[src/rtl/riscv_scoreboard_hazard_unit.sv]
// Scoreboard hazard unit: tracks pending destinations of variable-latency instructions,
// stalls ID on RAW/WAW against them, and raises control-flow flushes.
module riscv_scoreboard_hazard_unit #(
    parameter int unsigned NUM_REGS = 32,
    parameter int unsigned ADDR_W   = 5,
    parameter int unsigned WB_PORTS = 2,
    parameter int unsigned CNT_W    = 6
) (
    input  logic                       clk,
    input  logic                       rst,
    input  logic                       id_valid,
    input  logic [ADDR_W-1:0]          id_rs1_addr,
    input  logic [ADDR_W-1:0]          id_rs2_addr,
    input  logic                       id_uses_rs1,
    input  logic                       id_uses_rs2,
    input  logic [ADDR_W-1:0]          id_rd_addr,
    input  logic                       id_writes_rd,
    input  logic                       id_long_lat,
    input  logic [WB_PORTS-1:0]        wb_valid,
    input  logic [WB_PORTS*ADDR_W-1:0] wb_rd_addr,
    input  logic                       branch_taken,
    input  logic                       jump,
    output logic                       stall,
    output logic                       flush_if_id,
    output logic                       flush_id_ex,
    output logic [NUM_REGS-1:0]        pending,
    output logic [CNT_W-1:0]           pending_count,
    output logic                       busy
);

    logic [NUM_REGS-1:0] pending_q, pending_d;
    logic [CNT_W-1:0]    count_q, count_d;
    logic [NUM_REGS-1:0] clr, eff, rd_sel;
    logic                rs1_hit, rs2_hit, rd_hit;
    logic                raw, waw, redirect, issue;

    // Register 0 and out-of-range addresses never decode, so they are neither set nor cleared.
    always_comb begin
        clr = '0;
        for (int unsigned r = 1; r < NUM_REGS; r++) begin
            for (int unsigned p = 0; p < WB_PORTS; p++) begin
                if (wb_valid[p] && (wb_rd_addr[p*ADDR_W +: ADDR_W] == ADDR_W'(r))) begin
                    clr[r] = 1'b1;
                end
            end
        end
    end

    // Write-through register file: a same-cycle clear already hides the hazard.
    assign eff = pending_q & ~clr;

    always_comb begin
        rs1_hit = 1'b0;
        rs2_hit = 1'b0;
        rd_hit  = 1'b0;
        rd_sel  = '0;
        for (int unsigned r = 1; r < NUM_REGS; r++) begin
            if (id_rs1_addr == ADDR_W'(r) && eff[r]) rs1_hit = 1'b1;
            if (id_rs2_addr == ADDR_W'(r) && eff[r]) rs2_hit = 1'b1;
            if (id_rd_addr == ADDR_W'(r)) begin
                rd_sel[r] = 1'b1;
                if (eff[r]) rd_hit = 1'b1;
            end
        end
    end

    assign raw      = id_valid & ((id_uses_rs1 & rs1_hit) | (id_uses_rs2 & rs2_hit));
    assign waw      = id_valid & id_writes_rd & rd_hit;
    assign redirect = branch_taken | jump;
    assign issue    = id_valid & id_writes_rd & id_long_lat & (|rd_sel) & ~raw & ~waw & ~redirect;

    assign stall       = (raw | waw) & ~redirect;
    assign flush_if_id = redirect;
    assign flush_id_ex = redirect | raw | waw;

    // OR-ing the set after the clear lets a new issue win over a retire of the same register.
    always_comb begin
        pending_d = (pending_q & ~clr) | (issue ? rd_sel : '0);
        count_d   = '0;
        for (int unsigned r = 0; r < NUM_REGS; r++) begin
            count_d = count_d + CNT_W'(pending_d[r]);
        end
    end

    always_ff @(posedge clk) begin
        if (rst) begin
            pending_q <= '0;
            count_q   <= '0;
        end else begin
            pending_q <= pending_d;
            count_q   <= count_d;
        end
    end

    assign pending       = pending_q;
    assign pending_count = count_q;
    assign busy          = (count_q != '0);

endmodule

[config.mk]
export PLATFORM = sky130hd
export DESIGN_NAME = riscv_scoreboard_hazard_unit
export DESIGN_NICKNAME = d
export VERILOG_FILES = /design/src/rtl/riscv_scoreboard_hazard_unit.sv
export SDC_FILE = /design/constraint.sdc
export NUM_CORES = 1
export LEC_CHECK = 0
export CAP_MARGIN = 25
export CORE_UTILIZATION = 25
export CTS_BUF_LIST = sky130_fd_sc_hd__clkbuf_8
export CTS_CLUSTER_DIAMETER = 120
export DETAILED_ROUTE_END_ITERATION = 8
export PLACE_DENSITY = 0.46
export SLEW_MARGIN = 30
export SYNTH_ARGS = -nofsm -noshare
export SYNTH_HDL_FRONTEND = slang
export SYNTH_SLANG_ARGS = --single-unit
[constraint.sdc]
create_clock -name clk -period 9.85 [get_ports clk]
set_clock_uncertainty 0.2 [all_clocks]
set_input_delay 1.97 -clock clk [delete_from_list [all_inputs] [get_ports clk]]
set_output_delay 1.97 -clock clk [all_outputs]
set_load 0.1 [all_outputs]
==> metrics.txt <==
status=finished clean; Final Hold Fails=0; Min Hold Slack=0.413 ns; largest net degree at the start of global routing=46; Final nets=668; Setup CP Type=primary input to register; Final Max Tran Viols=0; Ant. Diodes=0; #FFs+latches synth=37; synth-to-layout area growth=40.2%; worst vdd ir=0.0447 mV; Non-Filler Instances=819; Max Root-Sink Buffers=2; Register Area=741 sq um; DRC viols=0; Mapped Nets=528; Ys Warns=0; Cell Rows=46; CTS tree=built; Num CTS Buffers=5; Tightest Hold Check Type=register to register; chip width=130 um; type of origin of the critical path=primary input; Worst Tran Pin Value=1.00 ns; power per cell area=60.3 mW/mm^2; hold path depth=2; leading cell type in the layout, fill and taps excluded=buf_4; ratio of cells with drive above 1 in the final layout=26.9%; Routed Wire Length=18.1 mm; DRT iter0 DRCs=397; Post-synth ARST share=0%; max cap viols=0; CTS H-tree depth=2; period utilization=96.9%; FMAX=0.105 GHz; leakage=1.99 nW; met2 WL=8.06 mm; # fillers=1668; met1 wire length=7.89 mm; vias=4564; final worst slack=0.308 ns; area of the multi-input gates=0.00315 sq mm; top sig layer=met4; clock sinks=37; Cell variety after synth=64; fin crit period=9.54 ns; first-pass GRT wire length=27.0 mm; core footprint=0.0160 sq mm; I/O Buffers=76; mapped cell area=0.00413 sq mm; die height=130 um; Via density=5.57; RSZ-0062 raised after global routing=false; sequential share of the synthesized area=18.0%; Worst R2R Path Depth=22; hpwl dp=14.7 mm; Total Routing Usage GR=21.5%; Worst-Skew Late Latency=0.29 ns; Crit. End Element=register; most frequent cells in the layout=buf_4, clkdlybuf4s50_1, nand2_1; CTS clk-pin slew, worst paths=0.07 ns; Inst Count DP=806; flop2flop setup slack=2.71 ns; Routed Antenna Nets=0; grt ovf=0; # IOs=78; Post-synth EDFFs=0; initial antenna violation count=0; worst slack at placement=-0.292 ns; top_reg_cell synth=dfxtp_1; crit path DAT=9.49 ns; First-pass DRT Iterations=5; RePlAce Congestion=0.962; Routed WL per cell=22.0 um; Post-Syn Instances=462; relative slew slack=33.0%; Initial Utilization=25.8%; Die ar.=0.0170 sq mm; crit-path max FO=8; average size of a mapped cell=8.93 sq um; clk root buf=clkbuf_8; Req. time, crit path=9.80 ns; vias in the first global route=4407; Setup-failing EPs final=0; routed wl met3=1.18 mm
==> per-layer routing <==
| metal | up-vias | global-route usage (%) |
|---|---|---|
| met5 | - | 0 |
| met3 | 46 | 1.75 |
| li1 | 2073 | - |
| met4 | 0 | 9.94 |
| met2 | 232 | 35.3 |
| met1 | 2213 | 28.8 |
==> cells in the mapped netlist (all sizes together) (2+ instances only) <==
| library cell | n | share of area (%) |
|---|---|---|
| o22ai | 40 | 10 |
| nand2 | 38 | 3.5 |
| dfxtp | 37 | 18 |
| o221ai | 32 | 9.5 |
| clkbuf | 24 | 2.2 |
| fa | 23 | 11 |
| inv | 23 | 2.1 |
| nand3 | 22 | 2.7 |
| o21ai | 20 | 2.9 |
| nor3 | 19 | 2.4 |
| nor2 | 17 | 1.5 |
| nor2b | 15 | 2.3 |
| o21a | 13 | 2.4 |
| o32ai | 13 | 2.8 |
| a21oi | 11 | 1.3 |
| nand2b | 11 | 1.7 |
| or2 | 10 | 1.5 |
| nand4 | 9 | 2.1 |
| nand4b | 9 | 2.6 |
| buf | 7 | 1.6 |
| ha | 7 | 2.1 |
| nor3b | 7 | 1.3 |
| nor4 | 5 | 0.76 |
| and2 | 4 | 0.61 |
| or4bb | 4 | 1.3 |
| mux2i | 3 | 0.73 |
| or3 | 3 | 0.45 |
| a21o | 2 | 0.36 |
| a22oi | 2 | 0.36 |
| a311oi | 2 | 0.42 |
| a41oi | 2 | 0.88 |
| nand4bb | 2 | 0.55 |
| o2111ai | 2 | 0.42 |
| o21bai | 2 | 0.36 |
| o311ai | 2 | 0.85 |
| o31ai | 2 | 0.36 |
| o41ai | 2 | 0.61 |
| or4 | 2 | 0.36 |
| or4b | 2 | 0.67 |
| xor2 | 2 | 0.42 |
==> report_power, final <==
group,internal [mW],switching (mW)
clock,0.0480,0.0537
combinational,0.0367,0.0605
sequential,0.150,0.000180
==> cell type report <==
cell class / count / share of cell area (%)
Sequential cell: 37 / 12.8
Multi-Input combinational cell: 371 / 54.5
Inverter: 23 / 1.49
Clock inverter: 3 / 0.238
Clock buffer: 5 / 1.19
Timing Repair Buffer: 164 / 25.1
Tap cell: 216 / 4.67
==> worst max-delay path, cell delays in order <==
cell	delay (ns)
clkdlybuf4s50_1	0.48
buf_4	0.15
or4bb_4	0.61
o221ai_4	0.34
nor2_1	0.09
o41ai_2	0.35
nand3_1	0.17
o311ai_4	0.43
buf_12	0.19
nand4b_4	0.17
o21a_1	0.23
fa_1	0.55
fa_1	0.43
fa_1	0.52
fa_1	0.44
fa_1	0.52
inv_1	0.05
fa_1	0.46
fa_2	0.38
fa_1	0.39
a21o_1	0.18
a21oi_1	0.19
xor2_1	0.16
nor2_1	0.05
==> what timing repair did <==
action                     CTS  global route
cloned                       0             0
setup endpoints to repair    1             1
resized for setup            1             5
hold buffers                 0             0
buffers inserted             0             5
pin swaps                    0             5
==> final timing paths <==
kind                                   from                to
worst max-delay path            wb_valid[1]  pending_count[4]
worst min-delay path            pending[11]       pending[11]
worst max register to register  pending[30]  pending_count[4]
worst min register to register  pending[11]       pending[11]
==> registers in the layout (all words and copies together) (netlist names) <==
| signal | cells |
|---|---|
| pending | 31 |
| pending_count | 6 |
==> cells by family (layout without fill, tap and decap cells) <==
group	after synthesis	in the layout	share of synthesized area, %
xor gates and xnor gates	3	3	0.637
buffers and inverters	54	195	5.91
AOI/OAI and AO/OA	152	152	34.6
other	1	1	0.0909
muxes	4	4	1.00
and+or+nand+nor	181	181	26.6
adders and majority gates	30	30	13.3
DFF	37	37	18.0
==> per-stage QoR <==
step	power [mW]	utilization, %	TNS [ns]	cell area (sq um)
floorplan	0.206	-	0	4130
global placement	0.249	35.3	-0.366	5640
detailed placement	0.248	35.3	-0.348	5640
CTS	0.349	35.8	0	5730
global route	0.362	36.2	0	5790
finish	0.349	36.2	0	5790
(Power assumes the default switching activity.)
